## src/rtl/clk_period_meter.sv

```systemverilog
// -----------------------------------------------------------------------------
// clk_period_meter
//
// Measures the period of a slow, divided clock in cycles of the fast clock.
// The slow clock is synchronized into the clk domain, optionally glitch
// filtered, and edge detected. Each filtered rising edge produces a one-cycle
// tick. Consecutive ticks close a measurement, which is reported on period
// with a one-cycle period_valid strobe and a tolerance verdict on period_ok.
// A slow clock that stops toggling raises the sticky timeout flag.
//
// Compile-time option:
//   CLK_PERIOD_METER_GLITCH_FILTER_EN
//     defined   : the synchronized level must hold FILT_LEN consecutive cycles
//                 before it is accepted (adds FILT_LEN cycles of latency).
//     undefined : no filter; FILT_LEN has no effect.
//
// Parameters:
//   CNT_W      width of the cycle counter and of period
//   TIMEOUT    cycles without a rising edge that raise timeout (< 2**CNT_W)
//   EXP_PERIOD expected period in clk cycles
//   TOL        allowed absolute deviation from EXP_PERIOD
//   FILT_LEN   glitch-filter length in samples
//
// Ports:
//   clk          in   system clock, rising edge
//   rst_n        in   asynchronous active-low reset
//   slow_clk     in   slow clock under measurement (asynchronous to clk)
//   enable       in   level-sensitive measurement enable
//   tick         out  one-cycle pulse per filtered rising edge of slow_clk
//   period       out  last measured period, held between updates
//   period_valid out  one-cycle strobe marking a new period
//   period_ok    out  |period - EXP_PERIOD| <= TOL, updated with period_valid
//   timeout      out  sticky: no rising edge seen for TIMEOUT cycles
// -----------------------------------------------------------------------------
module clk_period_meter #(
    parameter int unsigned CNT_W      = 20,
    parameter int unsigned TIMEOUT    = 500_000,
    parameter int unsigned EXP_PERIOD = 400_000,
    parameter int unsigned TOL        = 4_000,
    parameter int unsigned FILT_LEN   = 4
) (
    input  logic             clk,
    input  logic             rst_n,
    input  logic             slow_clk,
    input  logic             enable,
    output logic             tick,
    output logic [CNT_W-1:0] period,
    output logic             period_valid,
    output logic             period_ok,
    output logic             timeout
);

    localparam logic [CNT_W-1:0] TIMEOUT_C = CNT_W'(TIMEOUT);
    localparam logic [CNT_W:0]   EXP_C     = (CNT_W+1)'(EXP_PERIOD);
    localparam logic [CNT_W:0]   TOL_C     = (CNT_W+1)'(TOL);

    typedef enum logic [1:0] {
        IDLE,
        ARM,
        MEASURE
    } state_t;

    // -------------------------------------------------------------------------
    // Input path: synchronizer, optional filter, edge detect
    // -------------------------------------------------------------------------
    logic s1_q;
    logic s2_q;
    logic f;
    logic f_d_q;
    logic tick_q;

    always_ff @(posedge clk or negedge rst_n) begin
        if (!rst_n) begin
            s1_q <= 1'b0;
            s2_q <= 1'b0;
        end else begin
            s1_q <= slow_clk;
            s2_q <= s1_q;
        end
    end

`ifdef CLK_PERIOD_METER_GLITCH_FILTER_EN
    // A filter length of 0 behaves like 1 (accept after a single sample).
    localparam int unsigned FLEN   = (FILT_LEN == 0) ? 1 : FILT_LEN;
    localparam int unsigned FC_W   = (FLEN > 1) ? $clog2(FLEN) : 1;
    localparam logic [FC_W-1:0] FC_LAST = FC_W'(FLEN - 1);

    logic            filt_q;
    logic            filt_d;
    logic [FC_W-1:0] fcnt_q;
    logic [FC_W-1:0] fcnt_d;

    // fcnt counts how many consecutive cycles s2 has disagreed with the
    // accepted level; any return to agreement restarts the count.
    always_comb begin
        filt_d = filt_q;
        fcnt_d = '0;
        if (s2_q != filt_q) begin
            if (fcnt_q == FC_LAST) begin
                filt_d = s2_q;
            end else begin
                fcnt_d = fcnt_q + 1'b1;
            end
        end
    end

    always_ff @(posedge clk or negedge rst_n) begin
        if (!rst_n) begin
            filt_q <= 1'b0;
            fcnt_q <= '0;
        end else begin
            filt_q <= filt_d;
            fcnt_q <= fcnt_d;
        end
    end

    assign f = filt_q;
`else
    assign f = s2_q;

    // FILT_LEN only shapes the filter; this build has none.
    if (FILT_LEN == 0) begin : g_no_filter
    end
`endif

    always_ff @(posedge clk or negedge rst_n) begin
        if (!rst_n) begin
            f_d_q  <= 1'b0;
            tick_q <= 1'b0;
        end else begin
            f_d_q  <= f;
            tick_q <= f & ~f_d_q;
        end
    end

    // -------------------------------------------------------------------------
    // Measurement FSM
    // -------------------------------------------------------------------------
    state_t           state_q;
    state_t           state_d;
    logic [CNT_W-1:0] cnt_q;
    logic [CNT_W-1:0] cnt_d;
    logic [CNT_W-1:0] cnt_inc;
    logic [CNT_W-1:0] period_q;
    logic [CNT_W-1:0] period_d;
    logic             valid_q;
    logic             valid_d;
    logic             ok_q;
    logic             ok_d;
    logic             timeout_q;
    logic             timeout_d;
    logic [CNT_W:0]   cnt_ext;
    logic [CNT_W:0]   dev;
    logic             in_tol;

    always_ff @(posedge clk or negedge rst_n) begin
        if (!rst_n) begin
            state_q   <= IDLE;
            cnt_q     <= '0;
            period_q  <= '0;
            valid_q   <= 1'b0;
            ok_q      <= 1'b0;
            timeout_q <= 1'b0;
        end else begin
            state_q   <= state_d;
            cnt_q     <= cnt_d;
            period_q  <= period_d;
            valid_q   <= valid_d;
            ok_q      <= ok_d;
            timeout_q <= timeout_d;
        end
    end

    always_comb begin
        state_d   = state_q;
        cnt_d     = cnt_q;
        period_d  = period_q;
        valid_d   = 1'b0;
        ok_d      = ok_q;
        timeout_d = timeout_q;

        // Saturating increment; unreachable with a legal TIMEOUT.
        cnt_inc = (cnt_q == '1) ? cnt_q : cnt_q + 1'b1;

        // Tolerance on the value being latched into period this cycle.
        cnt_ext = {1'b0, cnt_q};
        dev     = (cnt_ext >= EXP_C) ? (cnt_ext - EXP_C) : (EXP_C - cnt_ext);
        in_tol  = (dev <= TOL_C);

        // Priority: enable low, then tick, then timeout, then count.
        if (!enable) begin
            state_d   = IDLE;
            cnt_d     = '0;
            timeout_d = 1'b0;
        end else begin
            unique case (state_q)
                IDLE: begin
                    cnt_d   = '0;
                    state_d = ARM;
                end
                ARM: begin
                    if (tick_q) begin
                        cnt_d     = CNT_W'(1);
                        timeout_d = 1'b0;
                        state_d   = MEASURE;
                    end else if (cnt_q == TIMEOUT_C) begin
                        cnt_d     = '0;
                        timeout_d = 1'b1;
                    end else begin
                        cnt_d = cnt_inc;
                    end
                end
                MEASURE: begin
                    if (tick_q) begin
                        period_d = cnt_q;
                        valid_d  = 1'b1;
                        ok_d     = in_tol;
                        cnt_d    = CNT_W'(1);
                    end else if (cnt_q == TIMEOUT_C) begin
                        cnt_d     = '0;
                        timeout_d = 1'b1;
                        state_d   = ARM;
                    end else begin
                        cnt_d = cnt_inc;
                    end
                end
                default: begin
                    state_d = IDLE;
                    cnt_d   = '0;
                end
            endcase
        end
    end

    assign tick         = tick_q;
    assign period       = period_q;
    assign period_valid = valid_q;
    assign period_ok    = ok_q;
    assign timeout      = timeout_q;

endmodule

```

## config.mk

```make
export PLATFORM = sky130hd
export DESIGN_NAME = clk_period_meter
export DESIGN_NICKNAME = d
export VERILOG_FILES = /design/src/rtl/clk_period_meter.sv
export SDC_FILE = /design/constraint.sdc
export NUM_CORES = 1
export LEC_CHECK = 0
export BUFFER_PORTS_ARGS = -buffer_cell sky130_fd_sc_hd__buf_2
export CORE_ASPECT_RATIO = 0.75
export CORE_MARGIN = 4
export CORE_UTILIZATION = 37
export CTS_CLUSTER_DIAMETER = 120
export DETAILED_ROUTE_END_ITERATION = 6
export GPL_TIMING_DRIVEN = 1
export PLACE_DENSITY_LB_ADDON = 0.15
export RECOVER_POWER = 25
export SLEW_MARGIN = 20
export SYNTH_ARGS = -nofsm -noshare
export SYNTH_HDL_FRONTEND = slang
export SYNTH_SLANG_ARGS = --single-unit
```

## constraint.sdc

```tcl
create_clock -name clk -period 3.6 [get_ports clk]
set_clock_uncertainty 0.2 [all_clocks]
set_input_delay 0.36 -clock clk [delete_from_list [all_inputs] [get_ports clk]]
set_output_delay 0.36 -clock clk [all_outputs]
set_load 0.01 [all_outputs]
```

## Word level (Yosys, flattened, before mapping)

Index checks and enable logic that the tools add are counted.

| word-level totals | value |
|---|---|
| bits in registers | 49 |
| input port bits | 4 |
| output and inout bits | 24 |
| logic and storage cells | 50 |

| cells by class | value |
|---|---|
| $add $sub $neg | 3 |
| $lt $le $gt $ge | 2 |
| eq/ne operators | 9 |
| muxes and demuxes | 19 |
| bitwise operators | 2 |
| reductions and logical operators | 5 |

Operators with widths:

| kind | count |
|---|---|
| 2-to-1 mux 20 bit | 5 |
| less-or-equal comparator 21 x 12 -> 1 bit, second input constant | 1 |
| 2-to-1 mux 21 bit | 1 |
| subtractor 19 x 20 -> 21 bit, first input constant | 1 |
| subtractor 20 x 19 -> 21 bit, second input constant | 1 |
| adder 20 x 1 -> 20 bit, second input constant | 1 |
| equality test 20 x 19 -> 1 bit, second input constant | 1 |
| equality test 20 bit, second input constant | 1 |
| greater-or-equal comparator 20 x 19 -> 1 bit, second input constant | 1 |
| inequality test 3 bit, second input constant | 3 |
| 2-to-1 mux 2 bit | 4 |
| 2-to-1 mux 1 bit | 7 |
| case mux 2 bit (3 select lines) | 1 |
| AND reduction 3 bit | 2 |
| inequality test 5 x 4 -> 1 bit, second input constant | 1 |
| inequality test 3 x 1 -> 1 bit, second input constant | 1 |
| equality test 2 x 1 -> 1 bit, second input constant | 1 |
| equality test 2 bit, second input constant | 1 |
| logical NOT 2 bit | 1 |
| case mux 1 bit (2 select lines) | 1 |
| AND reduction 2 bit | 1 |
| OR reduction 2 bit | 1 |
| AND 1 bit | 1 |
| inverter 1 bit | 1 |

## Logic depth before layout (Yosys ltp)

Gate-level depths: netlist of the first run.

| depth | value |
|---|---|
| depth in word-level cells | 6 |
| mapped depth | 11 |
| depth with buffers taken out | 10 |

## Worst setup path after synthesis of the first run

Ideal clock, no wire load.

| timing path | value |
|---|---|
| path type | flip-flop to flip-flop |
| start | register cnt_q[0] |
| end | register state_q[0] |
| setup time | 0.078 ns |
| arrival time | 2.359 ns |
| data required time | 3.322 ns |
| path slack | 0.963 ns |
| stages on the path, launching flop included | 11 |
| path buffers | 1 |
| clock period less this slack | 2.637 ns |
| cells stage by stage | dfrtp_1 -> inv_1 -> ha_1 -> nand2b_4 -> or3_1 -> or4_1 -> buf_2 -> o21ai_2 -> o21ai_1 -> or3_1 -> a21boi_1 |

| between the ends | value |
|---|---|
| word-level cells in the longest chain between the ends | 3 |

RTL lines:

| what | line | source |
|---|---|---|
| from (decl) | 141 | `logic [CNT_W-1:0] cnt_q;` |
| from (signal assigned) | 166 | `cnt_q <= cnt_d;` |
| equality test 20 x 19 -> 1 bit | 219 | `end else if (cnt_q == TIMEOUT_C) begin` |
| inequality test 3 bit (no line) | - |  |
| AND reduction 3 bit (no line) | - |  |
| to (signal assigned) | 165 | `state_q <= state_d;` |
| to (decl) | 139 | `state_t state_q;` |

Every way passes these cells.
A chain may end at the register's enable or synchronous reset.

## Worst setup path after layout of the first run

| timing path | value |
|---|---|
| start | register cnt_q[0] |
| end | register cnt_q[14] |

| between the ends | value |
|---|---|
| word-level cells in the longest chain between the ends | 6 |
| elaborated cells on any way between the ends | 9 |
| those cells by class | add/sub: 1; eq/ne: 3; mux: 5 |

RTL lines:

| what | line | source |
|---|---|---|
| adder 20 x 1 -> 20 bit | 183 | `cnt_inc = (cnt_q == '1) ? cnt_q : cnt_q + 1'b1;` |
| 2-to-1 mux 20 bit | 183 |  |
| 2-to-1 mux 20 bit | 206, 219 |  |
| 2-to-1 mux 20 bit | 214 | `if (tick_q) begin` |
| 2-to-1 mux 20 bit | - |  |
| 2-to-1 mux 20 bit | 191 | `if (!enable) begin` |

Several ways; a longest one is shown, not always the timed one. The select of a mux whose other input is x is not followed.

==> results_dict.tcl, run 1 <==
set metrics [dict create \
    chipWidth_um 112 \
    synth_top_area_frac 0.407 \
    place_worst_setup_slack_ns 0.649 \
    dp.cells 454 \
    swShare 0.265 \
    hold_class "input pin to register" \
    violations "max-capacitance violations, max-slew violations" \
    hold_ws_ns 0.125 \
    synth_edf_count 0 \
    syn_area_mm2 0.00301 \
    critPathRequiredTime_ns 3.57 \
    endpoint "cnt_q[14]$_DFFE_PN0P_" \
    final_cells 464 \
    rr_worst_depth 7 \
    rsz0062_at_grt "false" \
    clk_latency_ns 0.31 \
    fp.dieH_um 86.1 \
    synth_top_flop_cell "dfrtp_1" \
    slew_headroom -0.144 \
    cts_buffers 5 \
    place_congestion 0.859 \
    drc 0 \
    yosys_register_bits 49 \
    core-area_mm2 0.00792 \
    synth-async-reset-ratio 1.00 \
    leakage_uw 0.00153 \
    cp-startpoint "cnt_q[0]$_DFFE_PN0P_" \
    period_minus_slack_ns 2.93 \
    ant_nets 0 \
    final_nets 372 \
    worstSetupStartpointType "register" \
    reg2reg_slack_ns 0.67 \
    syn_nets 348 \
    fin_tns_setup_ns 0 \
    dieArea_mm2 0.00966 \
    drv_slew 32 \
    ir_worst_vdd_v 0.000154 \
    ctsResizeCount 0 \
    vias 2511 \
    io_pins 28 \
    r2r_start "cnt_q[0]$_DFFE_PN0P_" \
    cts-root-buf "clkbuf_8" \
    avgSynthCellArea_um2 9.01 \
    power.share.clock 0.364 \
    final_cell_mix "dfrtp_1, nor2_1, nand2_1, buf_2, o21ai_0" \
    routedWlPerCell_um 15.7 \
    final_common_cell "dfrtp_1" \
    netlist_instances 334 \
    synth.area.top_cells "dfrtp_1, mux2_2, ha_1" \
    worst_slack_ns 0.673 \
    cap_violations 1 \
    critical_path_class "register to register" \
    pwr-share-seq 0.541 \
    setup_viol 0 \
    final-hold-violation-count 0 \
    htreeDepth 2 \
    cp.arrival_ns 2.89 \
    gr-usage-all-layers 0.160 \
    postCtsSetupRepairBufs 0 \
    power_switching_uw 278 \
    viasPerCell 5.41 \
    layout-drive-gt1-share 0.189 \
    antenna_cells 0 \
    n_fill_cell 794 \
    synth_seq_area_share 0.407 \
    crit_fanout 19 \
    dp_hpwl_um 5260 \
    comb_power_share 0.095 \
    fmax_mhz 342 \
    slowest_stage "or4_1" \
    antenna_found_initial 0 \
    syn2layout_area_growth_pct 12.2 \
    powerDensity_mw_per_mm2 311 \
    grt-ovfl-total 0 \
    ys_types 54 \
    reg2reg_to "cnt_q[14]$_DFFE_PN0P_" \
    path_clk_slew_ns 0.10 \
    postCtsHoldBufs 2 \
    tightest_slew_ns 1.72 \
    grt_pass1_vias 2378 \
    synth_warnings 0 \
    cts_tree "yes" \
    cts_buffer_depth 2 \
    grt_start_max_net_pins 32 \
    worstPathCellList "inv_1 > ha_1 > nand2b_4 > or3_1 > or4_1 > nand4_1 > nor3_1" \
    start_util 0.380 \
    first_pass_iters 4 \
    outcome "finished with violations" \
    critPathCaptureType "register" \
    clock-sinks 49 \
    intPower_uw 772 \
    critical-path-max-stage-delay_ns 0.63 \
    grt_first_pass_wirelength_um 12400 \
    post-route-period-util 0.813 \
    io_buffers 27 \
    wl_um 7300 \
    yosysTopAreaCell "dfrtp_1" \
    rows 28 \
    first_iter_violations 138 \
]
==> stage by stage <==
step                       util  area [µm²]  total power [µW]
after floorplan               -        3010               643
after global placement    0.411        3260               677
after detailed placement  0.411        3260               679
after CTS                 0.427        3380              1060
after global routing      0.427        3380              1110
final                     0.427        3380              1050
==> Yosys cell counts, types with 6 or more instances <==
| library cell | number |
|---|---|
| dfrtp_1 | 49 |
| nand2_1 | 26 |
| nor3_1 | 11 |
| a31oi_1 | 6 |
| xnor2_1 | 13 |
| o21ai_0 | 22 |
| nor2_1 | 32 |
| a21oi_1 | 15 |
| clkbuf_1 | 15 |
| mux2_2 | 15 |
| nor4_1 | 7 |
| buf_2 | 7 |
| nand4_1 | 9 |
| or3_1 | 8 |
| inv_1 | 12 |
| nand3_1 | 13 |
| ha_1 | 10 |
| xor2_1 | 6 |
==> worst min path at each step <==
stage / cells past startpoint / from / to / slack (ns)
after floorplan: 0 / rst_n / cnt_q[0]$_DFFE_PN0P_ / -0.14
after global placement: 0 / s1_q$_DFF_PN0_ / f$_DFF_PN0_ / 0.13
after detailed placement: 0 / s1_q$_DFF_PN0_ / f$_DFF_PN0_ / 0.14
after CTS: 3 / enable / cnt_q[0]$_DFFE_PN0P_ / 0.11
after global routing: 2 / enable / timeout$_DFFE_PN0P_ / 0.11
final: 3 / enable / cnt_q[0]$_DFFE_PN0P_ / 0.13
==> final cells by class <==
type / instances / area [µm²] / area share
multi-input cells: 250 / 1640 / 0.484
well taps: 105 / 131 / 0.0389
flip-flops and latches: 49 / 1230 / 0.363
repair buffers: 40 / 234 / 0.0693
inverters: 12 / 45.0 / 0.0133
clock inverters: 1 / 8.76 / 0.00259
clock buffers: 7 / 96.3 / 0.0285
==> critical path, delay by kind of cell, from the launching register on <==
family	cells	cell delay (ns)
buffers and inverters	1	0.10
adders and majority gates	1	0.21
and+or+nand+nor	5	1.81
DFF	1	0.46
==> state kept, by name, summed over array words and instances (netlist names) <==
signal / cells
cnt_q: 20
period: 20
state_q: 2
f: 1
f_d_q: 1
period_ok: 1
period_valid: 1
s1_q: 1
tick: 1
timeout: 1
==> power groups by stage <==
stage | logic, µW | registers [µW] | clock network, µW
after global routing | 115 | 570 | 422
after CTS | 102 | 568 | 394
after global placement | 98.7 | 578 | 0
after floorplan | 65.7 | 577 | 0
final | 100 | 568 | 382
after detailed placement | 100 | 579 | 0
==> per-layer routing <==
layer / share of wire / wire [µm] / track usage
met3: 0.048 / 351 / 0.0261
met2: 0.40 / 2920 / 0.233
met5: 0 / 0 / 0
met1: 0.54 / 3930 / 0.244
met4: 0.013 / 94 / 0.0459
==> cells by family after synthesis <==
kind of cell | after synthesis | synth area share
and+or+nand+nor | 134 | 0.235
AOI/OAI and AO/OA | 68 | 0.142
DFF | 49 | 0.407
buffers and inverters | 35 | 0.0490
xor gates and xnor gates | 19 | 0.0553
muxes | 19 | 0.0694
adders and majority gates | 10 | 0.0416
(Power assumes the default switching activity.)
==> run 2: changes to the inputs <==
Clock period 3.6 ns to 2.9 ns, I/O delays scaled along.
==> run 2 against run 1 <==
Compared with the run above:
- the flow now finishes without violations
- wire length rose by 1.8%
- core utilization is 1.5 points higher
- count of clock-buffer cells in the layout stayed put
- non-clock buffer count grew 12
- register-to-register slack lost 0.52 ns
- die area unchanged
- largest power group unchanged
- sequential power grew 24%
==> results_dict.tcl, run 2 (same netlist as run 1, synthesis figures left out) <==
set metrics [dict create \
    viasPerCell 5.45 \
    worstSetupStartpointType "register" \
    cp-startpoint "cnt_q[5]$_DFFE_PN0P_" \
    cts-root-buf "clkbuf_8" \
    critical_path_class "register to register" \
    layout-drive-gt1-share 0.210 \
    antenna_found_initial 0 \
    grt_first_pass_wirelength_um 12200 \
    final_cell_mix "dfrtp_1, nor2_1, nand2_1" \
    endpoint "period_ok$_DFFE_PN0P_" \
    syn2layout_area_growth_pct 16.3 \
    setup_viol 0 \
    top_usage_layer "met1" \
    clock-sinks 49 \
    multi_input_area_mm2 0.00165 \
    dp.cells 466 \
    hold_class "input pin to register" \
    io_pins 28 \
    rr_worst_depth 8 \
    start_util 0.380 \
    cts_tree "yes" \
    grt_pass1_vias 2352 \
    chipWidth_um 112 \
    reg2reg_slack_ns 0.15 \
    post-route-period-util 0.948 \
    dp_hpwl_um 5390 \
    final_common_cell "dfrtp_1" \
    dieArea_mm2 0.00966 \
    fp.dieH_um 86.1 \
    final-hold-violation-count 0 \
    routedWlPerCell_um 15.6 \
    slew_headroom 0.135 \
    fin_tns_setup_ns 0 \
    fmax_mhz 364 \
    first_iter_violations 194 \
    grt-ovfl-total 0 \
    path_clk_slew_ns 0.09 \
    clk_latency_ns 0.31 \
    n_fill_cell 818 \
    critPathCaptureType "register" \
    pwr-share-seq 0.519 \
    leakage_uw 0.00159 \
    crit_fanout 11 \
    final_nets 384 \
    vias 2594 \
    drc 0 \
    met1_usage 0.236 \
    intPower_uw 1030 \
    cp.arrival_ns 2.78 \
    grt_start_max_net_pins 30 \
    rows 28 \
    powerDensity_mw_per_mm2 386 \
    met3_usage 0.0268 \
    ir_worst_vdd_v 0.000182 \
    cts_buffers 5 \
    postCtsSetupRepairBufs 0 \
    final_core_util 0.442 \
    comb_power_share 0.101 \
    core-area_mm2 0.00792 \
    drv_slew 0 \
    seqCellArea_mm2 0.00123 \
    power_switching_uw 325 \
    power.share.clock 0.379 \
    final_cells 476 \
    cap_violations 0 \
    outcome "finished clean" \
    cts_buffer_depth 2 \
    place_congestion 0.901 \
    swShare 0.240 \
    htreeDepth 2 \
    period_minus_slack_ns 2.75 \
    rsz0062_at_grt "false" \
    tightest_slew_ns 1.30 \
    gr-usage-all-layers 0.157 \
    r2r_start "cnt_q[5]$_DFFE_PN0P_" \
    critPathRequiredTime_ns 2.93 \
    first_pass_iters 5 \
    ant_nets 0 \
    wl_um 7430 \
    hold_ws_ns 0.0546 \
    io_buffers 27 \
    reg2reg_to "period_ok$_DFFE_PN0P_" \
    antenna_cells 0 \
    grt.met2_usage 0.230 \
]
==> run 2: cell count changes in the layout (fill, tap and decap cells not counted), sizes merged <==
cell,previous run,this run
buf,35,45
inv,13,12
clkbuf,10,12
bufinv,0,1
==> run 2: power by group through the flow <==
stage	sequential, µW	clock [µW]	combinational, µW
final	702	513	137
after global routing	704	563	154
after CTS	703	533	139
after detailed placement	716	0	137
after global placement	715	0	136
after floorplan	717	0	81.6
==> run 2: what timing repair did <==
item | 4_1_cts | 5_1_grt
hold buffers | 2 | 0
gates resized for setup | 0 | 2
endpoints found under the setup margin | 0 | 2
hold endpoints to repair | 23 | 0
==> run 2: critical path, stage by stage (launching register included) <==
cell and delay, ns:
dfrtp_1 0.52, or4_4 0.59, nor3_2 0.28, nand4_1 0.20, nor3b_4 0.23, mux2i_1 0.21, xnor2_1 0.14, nand4_1 0.12
a22oi_1 0.19
==> run 2: worst min path at each step <==
stage	from	endpoint	depth (start not counted)
after floorplan	rst_n	cnt_q[0]$_DFFE_PN0P_	0
after global placement	rst_n	period[4]$_DFFE_PN0P_	1
after detailed placement	rst_n	period_valid$_DFF_PN0_	1
after CTS	enable	cnt_q[0]$_DFFE_PN0P_	3
after global routing	enable	cnt_q[0]$_DFFE_PN0P_	3
final	enable	cnt_q[0]$_DFFE_PN0P_	3
==> run 2: cell type report <==
| class | count | area share |
|---|---|---|
| multi-input cells | 250 | 0.471 |
| flip-flops and latches | 49 | 0.350 |
| repair buffers | 52 | 0.0955 |
| well taps | 105 | 0.0375 |
| clock buffers | 7 | 0.0247 |
| inverters | 12 | 0.0129 |
| clock inverters | 1 | 0.00858 |
==> run 2: metrics by stage <==
stage / total power, µW / cell area, µm² / setup WS, ns
floorplan: 798 / 3010 / 0.263
global placement: 852 / 3360 / 0.195
detailed placement: 853 / 3360 / 0.115
CTS: 1370 / 3500 / 0.0990
global route: 1420 / 3500 / 0.0170
finish: 1350 / 3500 / 0.150
==> run 2: layer usage <==
layer | part of all wire | routed length [µm]
met1 | 0.51 | 3810
met2 | 0.42 | 3140
met3 | 0.053 | 392
met4 | 0.012 | 92
met5 | 0 | 0
==> run 3: changes to the inputs <==
Settings changed: GPL_ROUTABILITY_DRIVEN from default to 0, SETUP_SLACK_MARGIN from default to 0.2.
==> run 3 against run 2 <==
Compared with the run above:
- wire length rose by 1.1%
- non-clock buffer count rose by 2
- highest routed layer unchanged
- die area did not move
- sequential share of layout area fell by 0.57 points
- final area rose by 1.9%
- clock power barely moved
- fmax rose by 4.7%
- flip-flop and latch count did not move
- via count fell by 0.46%
- count of clock-buffer cells in the layout did not move
- sequential power barely moved
- core utilization rose by 0.82 points
==> results_dict.tcl, run 3 (same netlist as run 1, synthesis figures left out) <==
set metrics [dict create \
    hold_class "input pin to register" \
    tightest_slew_ns 1.30 \
    grt_first_pass_wirelength_um 12300 \
    first_iter_violations 222 \
    critical-path-max-stage-delay_ns 0.62 \
    critPathCaptureType "register" \
    chipWidth_um 112 \
    grt_start_max_net_pins 30 \
    final_cells 478 \
    final_common_cell "dfrtp_1" \
    powerDensity_mw_per_mm2 382 \
    dp.cells 466 \
    place_worst_setup_slack_ns 0.115 \
    multi_input_area_mm2 0.00169 \
    setup_viol 0 \
    viasPerCell 5.40 \
    power.share.clock 0.377 \
    seqCellArea_mm2 0.00123 \
    htreeDepth 2 \
    worstPathCellList "or4_4 > nor3_4 > nand4_1 > nor3b_4 > mux2i_1 > xnor2_1 > nand4_1 > a22oi_1" \
    slowest_stage "or4_4" \
    fmax_mhz 381 \
    cap_violations 0 \
    final-hold-violation-count 0 \
    cts_buffers 5 \
    drc 0 \
    n_fill_cell 810 \
    io_pins 28 \
    crit_fanout 8 \
    critPathRequiredTime_ns 2.93 \
    syn2layout_area_growth_pct 18.4 \
    fin_tns_setup_ns 0 \
    fp.dieH_um 86.1 \
    post-route-period-util 0.905 \
    cts_buffer_depth 2 \
    worst_slack_ns 0.275 \
    grt_pass1_vias 2367 \
    rsz0062_at_grt "true" \
    swShare 0.243 \
    rows 28 \
    worstSetupStartpointType "register" \
    path_clk_slew_ns 0.09 \
    layout-drive-gt1-share 0.241 \
    slew_headroom 0.133 \
    vias 2582 \
    antenna_found_initial 0 \
    cp.arrival_ns 2.66 \
    cts-root-buf "clkbuf_8" \
    cp_top_family "simple AND/OR/NAND/NOR gates" \
    clk_latency_ns 0.31 \
    ant_nets 0 \
    routedWlPerCell_um 15.7 \
    intPower_uw 1030 \
    wl_um 7510 \
    comb_power_share 0.108 \
    pwr-share-seq 0.515 \
    drv_slew 0 \
    clock-sinks 49 \
    cts_tree "yes" \
    path_common_cell "nand4_1" \
    dp_hpwl_um 5390 \
    outcome "finished clean" \
    power_switching_uw 331 \
    leakage_uw 0.00160 \
    start_util 0.380 \
    period_minus_slack_ns 2.63 \
    first_pass_iters 5 \
    critical_path_class "register to register" \
    dieArea_mm2 0.00966 \
    grt-ovfl-total 0 \
    gr-usage-all-layers 0.158 \
    final_cell_mix "dfrtp_1, nor2_1, nand2_1, buf_4" \
    final_nets 386 \
    core-area_mm2 0.00792 \
    antenna_cells 0 \
    crit_buf_inv 0 \
    io_buffers 27 \
    ir_worst_vdd_v 0.000191 \
]
run 3: cell count changes in the layout (fill, tap and decap cells not counted), moves of 2 or more:
cell / change
dfrtp_2: +2
ha_1: -2
buf_4: +2
inv_2: +2
dfrtp_1: -2
inv_1: -2
run 3: layout make-up:
type                    instances  area share
clock buffers                   7      0.0242
clock inverters                 1     0.00842
inverters                      12      0.0126
multi-input cells             250       0.475
flip-flops and latches         49       0.345
well taps                     105      0.0369
repair buffers                 54      0.0979
run 3: path summary, 6_finish.rpt:
kind / slack, ns / start / end / cells after the start
worst max-delay path: 0.27 / cnt_q[6]$_DFFE_PN0P_ / period_ok$_DFFE_PN0P_ / 8
worst min-delay path: 0.05 / enable / cnt_q[0]$_DFFE_PN0P_ / 3
worst max register to register: 0.27 / cnt_q[6]$_DFFE_PN0P_ / period_ok$_DFFE_PN0P_ / 8
worst min register to register: 0.16 / s1_q$_DFF_PN0_ / f$_DFF_PN0_ / 0
max in group asynchronous: 0.87 / rst_n / cnt_q[1]$_DFFE_PN0P_ / 3
min in group asynchronous: 0.59 / rst_n / period[5]$_DFFE_PN0P_ / 2
run 3: timing repair:
| action | CTS | global route |
|---|---|---|
| cloned | 0 | 0 |
| endpoints found under the hold margin | 23 | 0 |
| gates resized for setup | 2 | 13 |
| setup endpoints to repair | 2 | 5 |
| pin swaps | 0 | 2 |
| buffers inserted | 0 | 2 |
| hold buffers | 2 | 0 |
run 3: power by group through the flow:
stage          clock (µW)  combinational [µW]  sequential (µW)
2_1_floorplan           0                81.6              717
3_3_place_gp            0                 136              715
3_5_place_dp            0                 137              716
4_1_cts               533                 139              703
5_1_grt               563                 164              704
6_report              515                 147              702
run 3: worst min-delay path: stages:
cell and delay, ns:
buf_2 0.14, nand2_1 0.07, nor2_1 0.04
run 3: through the flow:
| step | instance area, µm² | power (µW) | utilization | hold slack (ns) |
|---|---|---|---|---|
| 2_1_floorplan | 3010 | 798 | - | -0.206 |
| 3_3_place_gp | 3360 | 852 | 0.424 | 0.103 |
| 3_5_place_dp | 3360 | 853 | 0.424 | 0.106 |
| 4_1_cts | 3510 | 1370 | 0.443 | 0.0442 |
| 5_1_grt | 3560 | 1430 | 0.450 | 0.0509 |
| 6_report | 3560 | 1360 | 0.450 | 0.0514 |
run 3: metal layers:
layer,up-vias,global-route usage,share of wire
li1,1261,-,-
met1,1238,0.238,0.50
met2,73,0.230,0.43
met3,10,0.0275,0.056
met4,0,0.0491,0.015
met5,-,0,0
